`src/rtl/wc_tile_feeder_if.sv`:
```
// Handshake bundle for wc_tile_feeder: serial sample stream in, 6-sample tile out.
// The master modport belongs to the side that sources samples and consumes tiles.
interface wc_tile_feeder_if #(
  parameter int unsigned DW  = 10,
  parameter int unsigned TAP = 6
);
  logic              s_valid;
  logic              s_ready;
  logic [DW-1:0]     s_data;
  logic              s_last;
  logic              t_valid;
  logic              t_ready;
  logic [DW*TAP-1:0] t_data;
  logic              t_last;

  modport master (
    output s_valid, s_data, s_last, t_ready,
    input  s_ready, t_valid, t_data, t_last
  );

  modport slave (
    input  s_valid, s_data, s_last, t_ready,
    output s_ready, t_valid, t_data, t_last
  );
endinterface

```
`src/rtl/wc_tile_feeder.sv`:
```
// Builds overlapping TAP-sample tiles with stride STRIDE from a per-row sample stream,
// zero-padding the final tile of each row so every real sample lands in some tile.
module wc_tile_feeder #(
  parameter int unsigned DW     = 10,
  parameter int unsigned TAP    = 6,
  parameter int unsigned STRIDE = 2
) (
  input logic             clk,
  input logic             rst,
  wc_tile_feeder_if.slave bus
);

  localparam int unsigned FW = $clog2(TAP + 1);
  localparam logic [FW-1:0] FillFull = FW'(TAP);
  localparam logic [FW-1:0] FillKeep = FW'(TAP - STRIDE);

  if (STRIDE == 0 || STRIDE >= TAP) begin : g_param_check
    $error("wc_tile_feeder: TAP > STRIDE >= 1 is required");
  end

  typedef enum logic [1:0] {StFill, StPad, StDrain} state_e;

  state_e            state_q, state_d;
  logic [DW-1:0]     win_q [TAP];
  logic [DW-1:0]     win_d [TAP];
  logic [FW-1:0]     fill_q, fill_d;
  logic [DW*TAP-1:0] tile_q, tile_d;
  logic              t_valid_q, t_valid_d;
  logic              t_last_q, t_last_d;

  logic              full;
  logic              can_xfer;
  logic              accept;
  logic              xfer;
  logic              xfer_last;
  logic              shift;
  logic              wr_en;
  logic [FW-1:0]     wr_pos;
  logic [FW-1:0]     wr_next;
  logic [DW-1:0]     wr_data;
  logic [DW*TAP-1:0] win_flat;

  assign full          = (fill_q == FillFull);
  assign can_xfer      = !t_valid_q | bus.t_ready;
  assign bus.s_ready   = (state_q == StFill) & (!full | can_xfer);
  assign accept        = bus.s_valid & bus.s_ready;

  assign bus.t_valid   = t_valid_q;
  assign bus.t_data    = tile_q;
  assign bus.t_last    = t_last_q;

  always_comb begin
    win_flat = '0;
    for (int unsigned i = 0; i < TAP; i++) begin
      win_flat[DW*i +: DW] = win_q[i];
    end
  end

  // Next-state: FSM, window write position and stride shift.
  always_comb begin
    state_d   = state_q;
    fill_d    = fill_q;
    xfer      = 1'b0;
    xfer_last = 1'b0;
    shift     = 1'b0;
    wr_en     = 1'b0;
    wr_pos    = fill_q;
    wr_data   = '0;

    unique case (state_q)
      StFill: begin
        if (full && can_xfer) begin
          xfer   = 1'b1;
          shift  = 1'b1;
          fill_d = FillKeep;
          wr_pos = FillKeep;
        end
        if (accept) begin
          wr_en   = 1'b1;
          wr_data = bus.s_data;
          fill_d  = wr_next;
          if (bus.s_last) begin
            state_d = (wr_next == FillFull) ? StDrain : StPad;
          end
        end
      end
      StPad: begin
        wr_en  = 1'b1;
        fill_d = wr_next;
        if (wr_next == FillFull) begin
          state_d = StDrain;
        end
      end
      StDrain: begin
        if (can_xfer) begin
          xfer      = 1'b1;
          xfer_last = 1'b1;
          fill_d    = '0;
          state_d   = StFill;
        end
      end
      default: begin
        state_d = StFill;
      end
    endcase
  end

  assign wr_next = wr_pos + 1'b1;

  always_comb begin
    win_d = win_q;
    if (shift) begin
      for (int unsigned i = 0; i < TAP - STRIDE; i++) begin
        win_d[i] = win_q[i + STRIDE];
      end
    end
    // The write lands after the shift so a same-cycle accept goes to TAP-STRIDE.
    for (int unsigned i = 0; i < TAP; i++) begin
      if (wr_en && (wr_pos == FW'(i))) begin
        win_d[i] = wr_data;
      end
    end
  end

  always_comb begin
    tile_d    = tile_q;
    t_valid_d = t_valid_q;
    t_last_d  = t_last_q;
    if (xfer) begin
      tile_d    = win_flat;
      t_valid_d = 1'b1;
      t_last_d  = xfer_last;
    end else if (bus.t_ready) begin
      t_valid_d = 1'b0;
    end
  end

  always_ff @(posedge clk) begin
    if (rst) begin
      state_q   <= StFill;
      fill_q    <= '0;
      tile_q    <= '0;
      t_valid_q <= 1'b0;
      t_last_q  <= 1'b0;
      for (int unsigned i = 0; i < TAP; i++) begin
        win_q[i] <= '0;
      end
    end else begin
      state_q   <= state_d;
      fill_q    <= fill_d;
      tile_q    <= tile_d;
      t_valid_q <= t_valid_d;
      t_last_q  <= t_last_d;
      win_q     <= win_d;
    end
  end

  tile_hold_a: assert property (@(posedge clk) disable iff (rst)
    (t_valid_q && !bus.t_ready) |=> (t_valid_q && $stable(tile_q) && $stable(t_last_q)));

  fill_range_a: assert property (@(posedge clk) disable iff (rst) fill_q <= FillFull);

endmodule

```
`src/flat_wrapper.sv`:
```
// flat-port wrapper written by rule: the top's interface ports become plain ports
module wc_tile_feeder_flat 
#(
  parameter int unsigned DW     = 10,
  parameter int unsigned TAP    = 6,
  parameter int unsigned STRIDE = 2
)
  (clk, rst, bus_s_valid, bus_s_data, bus_s_last, bus_t_ready, bus_s_ready, bus_t_valid, bus_t_data, bus_t_last);
  wc_tile_feeder_if #(.DW(DW), .TAP(TAP)) bus_i ();
  input logic clk;
  input logic rst;
  input wire logic [$bits(bus_i.s_valid)-1:0] bus_s_valid;
  input wire logic [$bits(bus_i.s_data)-1:0] bus_s_data;
  input wire logic [$bits(bus_i.s_last)-1:0] bus_s_last;
  input wire logic [$bits(bus_i.t_ready)-1:0] bus_t_ready;
  output wire logic [$bits(bus_i.s_ready)-1:0] bus_s_ready;
  output wire logic [$bits(bus_i.t_valid)-1:0] bus_t_valid;
  output wire logic [$bits(bus_i.t_data)-1:0] bus_t_data;
  output wire logic [$bits(bus_i.t_last)-1:0] bus_t_last;
  assign bus_i.s_valid = bus_s_valid;
  assign bus_i.s_data = bus_s_data;
  assign bus_i.s_last = bus_s_last;
  assign bus_i.t_ready = bus_t_ready;
  assign bus_s_ready = bus_i.s_ready;
  assign bus_t_valid = bus_i.t_valid;
  assign bus_t_data = bus_i.t_data;
  assign bus_t_last = bus_i.t_last;
  wc_tile_feeder #(.DW(DW), .TAP(TAP), .STRIDE(STRIDE)) u_core (.clk(clk), .rst(rst), .bus(bus_i));
endmodule
```
`config.mk`:
```
export PLATFORM = sky130hd
export DESIGN_NAME = wc_tile_feeder_flat
export DESIGN_NICKNAME = d
export VERILOG_FILES = /design/src/rtl/wc_tile_feeder_if.sv /design/src/rtl/wc_tile_feeder.sv /design/src/flat_wrapper.sv
export SDC_FILE = /design/constraint.sdc
export NUM_CORES = 1
export LEC_CHECK = 0
export BUFFER_PORTS_ARGS = -buffer_cell sky130_fd_sc_hd__buf_2
export CORE_MARGIN = 3
export CORE_UTILIZATION = 55
export CTS_BUF_LIST = sky130_fd_sc_hd__clkbuf_8 sky130_fd_sc_hd__clkbuf_16
export CTS_CLUSTER_DIAMETER = 60
export CTS_CLUSTER_SIZE = 14
export DETAILED_ROUTE_END_ITERATION = 10
export MAX_ROUTING_LAYER = met4
export PLACE_DENSITY = 0.78
export RECOVER_POWER = 25
export SLEW_MARGIN = 40
export SYNTH_ARGS = -nofsm -noshare
export SYNTH_HDL_FRONTEND = slang
export SYNTH_SLANG_ARGS = --single-unit
```
`constraint.sdc`:
```
create_clock -name clk -period 2.4 [get_ports clk]
set_clock_uncertainty 0.1 [all_clocks]
set_input_delay 0.48 -clock clk [delete_from_list [all_inputs] [get_ports clk]]
set_output_delay 0.48 -clock clk [all_outputs]
set_load 0.005 [all_outputs]
```
Word-level counts from Yosys, hierarchy flattened
Index checks and enable logic that the tools add are counted.
{"block": "totals", "ff_bits": 127, "latch_bits": 0, "ramBits": 0, "rom_bits": 0, "wordCells": 75, "memories": 0}
{"block": "op_classes", "addsub": 1, "mul": 0, "n_div": 0, "order_cmp": 0, "n_eq_ne": 13, "shifts": 0, "muxes": 27, "n_bitwise": 4, "n_reduce_logical": 19}
{"cell": "10-bit 2-to-1 mux", "count": 6}
{"cell": "40-bit 2-to-1 mux", "count": 1}
{"cell": "3-bit equality test (second input constant)", "count": 4}
{"cell": "3-bit 2-to-1 mux", "count": 4}
{"cell": "2-bit 2-to-1 mux", "count": 5}
{"cell": "2-bit nonzero test", "count": 5}
{"cell": "3-bit one-hot mux with 3 select lines", "count": 1}
{"cell": "1-bit logical AND", "count": 7}
{"cell": "1-bit 2-to-1 mux", "count": 7}
{"cell": "3-bit by 2-bit equality test with 1-bit output (second input constant)", "count": 2}
{"cell": "2-bit by 1-bit inequality test with 1-bit output (second input constant)", "count": 3}
{"cell": "2-bit one-hot mux with 3 select lines", "count": 1}
{"cell": "1-bit one-hot mux with 2 select lines", "count": 2}
{"cell": "4-bit AND reduction", "count": 1}
{"cell": "3-bit by 1-bit adder with 3-bit output (second input constant)", "count": 1}
{"cell": "3-bit by 1-bit equality test with 1-bit output (second input constant)", "count": 1}
{"cell": "3-bit logical NOT", "count": 1}
{"cell": "3-bit nonzero test", "count": 1}
{"cell": "1-bit bitwise AND", "count": 2}
{"cell": "2-bit by 1-bit equality test with 1-bit output (second input constant)", "count": 1}
{"cell": "2-bit equality test (second input constant)", "count": 1}
{"cell": "1-bit logical NOT", "count": 2}
{"cell": "2-bit logical NOT", "count": 1}
{"cell": "2-bit inequality test (second input constant)", "count": 1}
{"cell": "other kinds (2)", "count": 3}

Depth between registers and ports, before layout
{"block": "logic_depth", "depth_word": 11, "ltp_mapped": 9}

Least setup slack after synthesis
No wires, ideal clock.
{"block": "synth_timing", "kind": "register -> register", "start": "register u_core.state_q[0]", "end": "register u_core.state_q[0]", "setup_ps": 70, "arrival_ps": 1755, "required_time_ps": 2230, "slack_ps": 475, "path_stages_with_launch": 7, "synth_period_minus_slack_ps": 1925, "cell_sequence": "dfxtp_1 -> inv_1 -> ha_1 -> and3b_1 -> a311o_1 -> or4b_1 -> a21oi_1"}
{"block": "synth_via", "elab_chain_len": 8, "word_cells_on_any_way": 17, "classes_between": "add/sub (1); eq/ne (7); mux (5); bitwise (2); reduce/logical (2)"}
{"element": "from (decl)", "line_no": "wc_tile_feeder.sv:23", "text": "state_e state_q, state_d;"}
{"element": "from (signal assigned)", "line_no": "wc_tile_feeder.sv:140", "text": "state_q <= StFill;"}
{"element": "from (signal assigned)", "line_no": "wc_tile_feeder.sv:149", "text": "state_q <= state_d;"}
{"element": "2-bit logical NOT", "line_no": "wc_tile_feeder.sv:45, wc_tile_feeder.sv:70"}
{"element": "3-bit 2-to-1 mux", "line_no": "wc_tile_feeder.sv:70", "text": "unique case (state_q)"}
{"element": "3-bit by 1-bit adder with 3-bit output", "line_no": "wc_tile_feeder.sv:108", "text": "assign wr_next = wr_pos + 1'b1;"}
{"element": "3-bit equality test", "line_no": "wc_tile_feeder.sv:83, wc_tile_feeder.sv:90"}
{"element": "2-bit 2-to-1 mux", "line_no": "wc_tile_feeder.sv:83", "text": "state_d = (wr_next == FillFull) ? StDrain : StPad;"}
{"element": "2-bit 2-to-1 mux", "line_no": "wc_tile_feeder.sv:82", "text": "if (bus.s_last) begin"}
{"element": "2-bit 2-to-1 mux", "line_no": "wc_tile_feeder.sv:78", "text": "if (accept) begin"}
{"element": "2-bit one-hot mux with 3 select lines", "line_no": "wc_tile_feeder.sv:70"}
Several ways; a longest one is shown, not always the timed one. The select of a mux whose other input is x is not followed.
A chain may end at the register's enable or synchronous reset.

Worst setup path in the final report
{"block": "layout_timing", "start": "register u_core.fill_q[2]", "end": "output port bus_s_ready"}
{"block": "layout_via", "elab_chain_len": 4}
{"element": "from (decl)", "line_no": "wc_tile_feeder.sv:26", "text": "logic [FW-1:0] fill_q, fill_d;"}
{"element": "from (signal assigned)", "line_no": "wc_tile_feeder.sv:150", "text": "fill_q <= fill_d;"}
{"element": "3-bit equality test", "line_no": "wc_tile_feeder.sv:43", "text": "assign full = (fill_q == FillFull);"}
{"element": "1-bit logical NOT", "line_no": "wc_tile_feeder.sv:45", "text": "assign bus.s_ready = (state_q == StFill) & (!full | can_xfer);"}
{"element": "1-bit bitwise OR", "line_no": "wc_tile_feeder.sv:45"}
{"element": "1-bit bitwise AND", "line_no": "wc_tile_feeder.sv:45"}
{"element": "to (decl)", "line_no": "flat_wrapper.sv:16", "text": "output wire logic [$bits(bus_i.s_ready)-1:0] bus_s_ready;"}
Every way passes these cells.

==> impl_metrics.csv <==
group,metric,value,unit
setup_path,rrSetupSlack,190,ps
pwr,total_leakage_power,2.25,nW
layout,nets,698,
timing,period_share,0.937,
global_routing,grt_overflow,0,
setup_path,crit_type,"flop to output port",
timing,fin_setup_tns,0,ps
global_routing,grt_max_degree,62,
clock_network,cts_max_level,4,
timing,grt_setup_unrepaired,"no",
die,core,8850,um^2
drt,drtIter0Drc,439,
global_routing,antenna_found_initial,0,
logic_synthesis,syn_avg_cell_area,8.24,um^2
drt,drc,0,
clock_network,cts_buffer_depth,2,
clock_network,clkSlewWorstSetupHoldPaths,60,ps
drt,drt_pass1_iterations,5,
pwr,clkPwrFrac,0.493,
setup_path,slowest_delay,490,ps
min_path,min_to,"u_core.win_flat[31]",
die,die_w,102,um
die,dieArea,10400,um^2
pwr,pwr_density_cell,874,nW/um^2
min_path,min_from,"bus_s_data[1]",
layout,num_antenna_cells,0,
setup_path,cp-start-kind,"flop",
placed_design,port_buffers,77,
pwr,p_sw,1.31,mW
die,start_util,0.573,
drt,route.met3.wl,1100,um
setup_path,critPathMaxFanout,9,
timing,fmax,445,MHz
logic_synthesis,synth_top_area_frac,0.502,
logic_synthesis,ys_top_cells_by_area,"dfxtp_1, nand2_1, a21oi_1",
logic_synthesis,yosys.area.top_type,"dfxtp_1",
pwr,sequentialPowerShare,0.422,
placed_design,gp_congestion,0.876,
timing,tightest_slew,651,ps
layout,fillers,703,
timing,finalCriticalPeriod,2250,ps
die,row_count,34,
clock_network,cts.sinks,127,
status,status,"completed",
layout,area_delta_synth_final,21.1,%
drt,vias,4758,
logic_synthesis,yosysUniqueCellTypes,41,
setup_path,r2r-end,"u_core.win_flat[39]",
drt,drt-total-wl,13800,um
drt,ant_nets,0,
clock_network,ctsHoldBuffers,0,
global_routing,grt_first_pass_wirelength,22200,um
clock_network,clock_latency,520,ps
timing,relSlewSlack,0.565,
min_path,holdPathStages,3,
layout,post-route-util,0.693,
drt,vias_per_cell,5.97,
timing,final_max_slew_viol_count,0,
global_routing,grt_pass1_vias,4417,
logic_synthesis,syn_nets,635,
layout,drive_gt1_frac,0.164,
pwr,totalPowerFinal,5.36,mW
drt,wl_met2,6180,um
drt,top_layer,"met4",
die,pin_count,78,
setup_path,slowest_stage,"dfxtp_1",
logic_synthesis,ys_seq_area_frac,0.502,
placed_design,dpl.hpwl,8870,um
clock_network,clockRootBuffer,"clkbuf_8",
setup_path,cp_cell_sequence,"and3b_2 -> a21boi_0 -> buf_2",
die,die_h,102,um
clock_network,cts_tree,"done",
drt,wl_per_cell,17.3,um
logic_synthesis,syn-instance-count,615,
flow_run,drv_cap,0,
clock_network,numCtsBuffers,17,
setup_path,worstPathRequired,1820,ps
setup_path,worstPathArrival,1670,ps
setup_path,regToRegStartpoint,"u_core.state_q[1]",
timing,hold_viol,0,
logic_synthesis,synth_area,5070,um^2
logic_synthesis,ys_ff_latch,127,
logic_synthesis,ys_warn_count,0,
pwr,comb_power_share,0.085,
setup_path,end_kind,"output port",
min_path,hp-class,"input port to flop",
pwr,peakVddDrop,0.488,mV
pwr,swShare,0.245,
pwr,internal_power,4.05,mW
timing,setup_viol,0,
global_routing,grtUsageTotal,0.282,
setup_path,ff2ff_path_depth,6,
drt,wl_met1,6250,um
-- worst max-delay path, delay by kind of cell, from the launching register on --
family                 cells  cell delay (ps)
AO/OA/AOI/OAI              1              120
buffers and inverters      1              150
flip-flops                 1              490
AND/OR/NAND/NOR            1              380
-- synth_stat cells (all sizes together) --
cell type,count
nand2,192
dfxtp,127
a21oi,97
clkbuf,38
a311oi,30
nor2,15
a22oi,11
buf,11
a22o,10
a2bb2oi,10
o21bai,10
inv,8
nand3,8
ha,5
o21ai,5
a211oi,4
and3b,4
nor2b,4
a21boi,2
a21o,2
and2,2
nand2b,2
nand3b,2
nor3b,2
or3,2
a2111o,1
a2111oi,1
a311o,1
a31o,1
a31oi,1
and2b,1
nand4b,1
nor3,1
nor4b,1
o211ai,1
o22ai,1
or4b,1
-- power groups by stage --
stage	logic, mW	registers [mW]	clock network, mW
finish	0.453	2.26	2.64
global route	0.494	2.28	2.75
CTS	0.445	2.26	2.65
detailed placement	0.437	2.31	0
global placement	0.426	2.31	0
floorplan	0.332	2.28	0
-- cells in the final DEF, fill, tap and decap left out, types with 2 or more instances in the layout --
| cell | n |
|---|---|
| a22o_1 | 10 |
| clkinv_4 | 3 |
| bufinv_16 | 4 |
| ha_1 | 5 |
| buf_2 | 58 |
| nor2_1 | 15 |
| nand3_1 | 8 |
| clkbuf_1 | 18 |
| clkinvlp_4 | 2 |
| a21oi_1 | 95 |
| o21bai_1 | 10 |
| nand2b_1 | 2 |
| dfxtp_1 | 127 |
| buf_4 | 16 |
| a2bb2oi_1 | 10 |
| a21boi_0 | 2 |
| or3_1 | 2 |
| a311oi_1 | 30 |
| o21ai_0 | 4 |
| nand3b_1 | 2 |
| nor2b_1 | 4 |
| inv_1 | 8 |
| a22oi_1 | 11 |
| clkinv_2 | 2 |
| and3b_1 | 3 |
| and2_1 | 2 |
| nand2_1 | 192 |
| a211oi_1 | 3 |
| clkbuf_16 | 16 |
| inv_6 | 2 |
-- repair_timing --
action / in CTS / in global routing
setup endpoints to repair: 0 / 1
setup buffers: 0 / 0
gates resized for setup: 0 / 1
-- metal layers --
metal / global-route usage / up-vias
met1: 0.386 / 2239
met3: 0.0621 / 24
met4: 0.0999 / 0
met2: 0.413 / 226
li1: - / 2269
met5: - / -
-- sequential cells by signal, indices dropped and copies added, names as in the netlist --
name / count
u_core.state_q: 2
u_core.win_flat: 60
u_core.bus.t_valid: 1
u_core.bus.t_data: 60
u_core.fill_q: 3
u_core.bus.t_last: 1
-- stage by stage --
step,instances,instance area [um^2],hold WS (ps),setup slack [ps]
after detailed placement,767,5550,341,236
after global routing,797,6130,181,62.8
final,797,6130,193,151
after global placement,767,5540,336,139
after floorplan,615,5070,337,475
after CTS,797,6150,178,42.8
-- final cells by class --
cell class / count / area [um^2] / share of cell area
Clock buffer: 17 / 414 / 0.0675
Inverter: 8 / 30.0 / 0.00490
Timing Repair Buffer: 93 / 498 / 0.0812
Clock inverter: 13 / 189 / 0.0308
Sequential cell: 127 / 2540 / 0.415
Tap cell: 108 / 135 / 0.0220
Multi-Input combinational cell: 431 / 2320 / 0.379
-- worst max path at each step --
stage                                  from                    to  slack, ps
after floorplan           u_core.state_q[0]     u_core.state_q[0]        470
after global placement    u_core.state_q[0]  u_core.bus.t_data[5]        140
after detailed placement  u_core.state_q[0]     u_core.state_q[0]        240
after CTS                  u_core.fill_q[2]           bus_s_ready         40
after global routing       u_core.fill_q[0]           bus_s_ready         60
final                      u_core.fill_q[2]           bus_s_ready        150
-- logic make-up (layout without fill, tap and decap cells) --
kind of cell	Yosys count	in the layout	synth area share
buffers and inverters	57	131	0.0450
and+or+nand+nor	238	238	0.195
DFF	127	127	0.502
adders and majority gates	5	5	0.0123
AOI/OAI and AO/OA	188	188	0.245
Power figures use the tool's default switching activity.
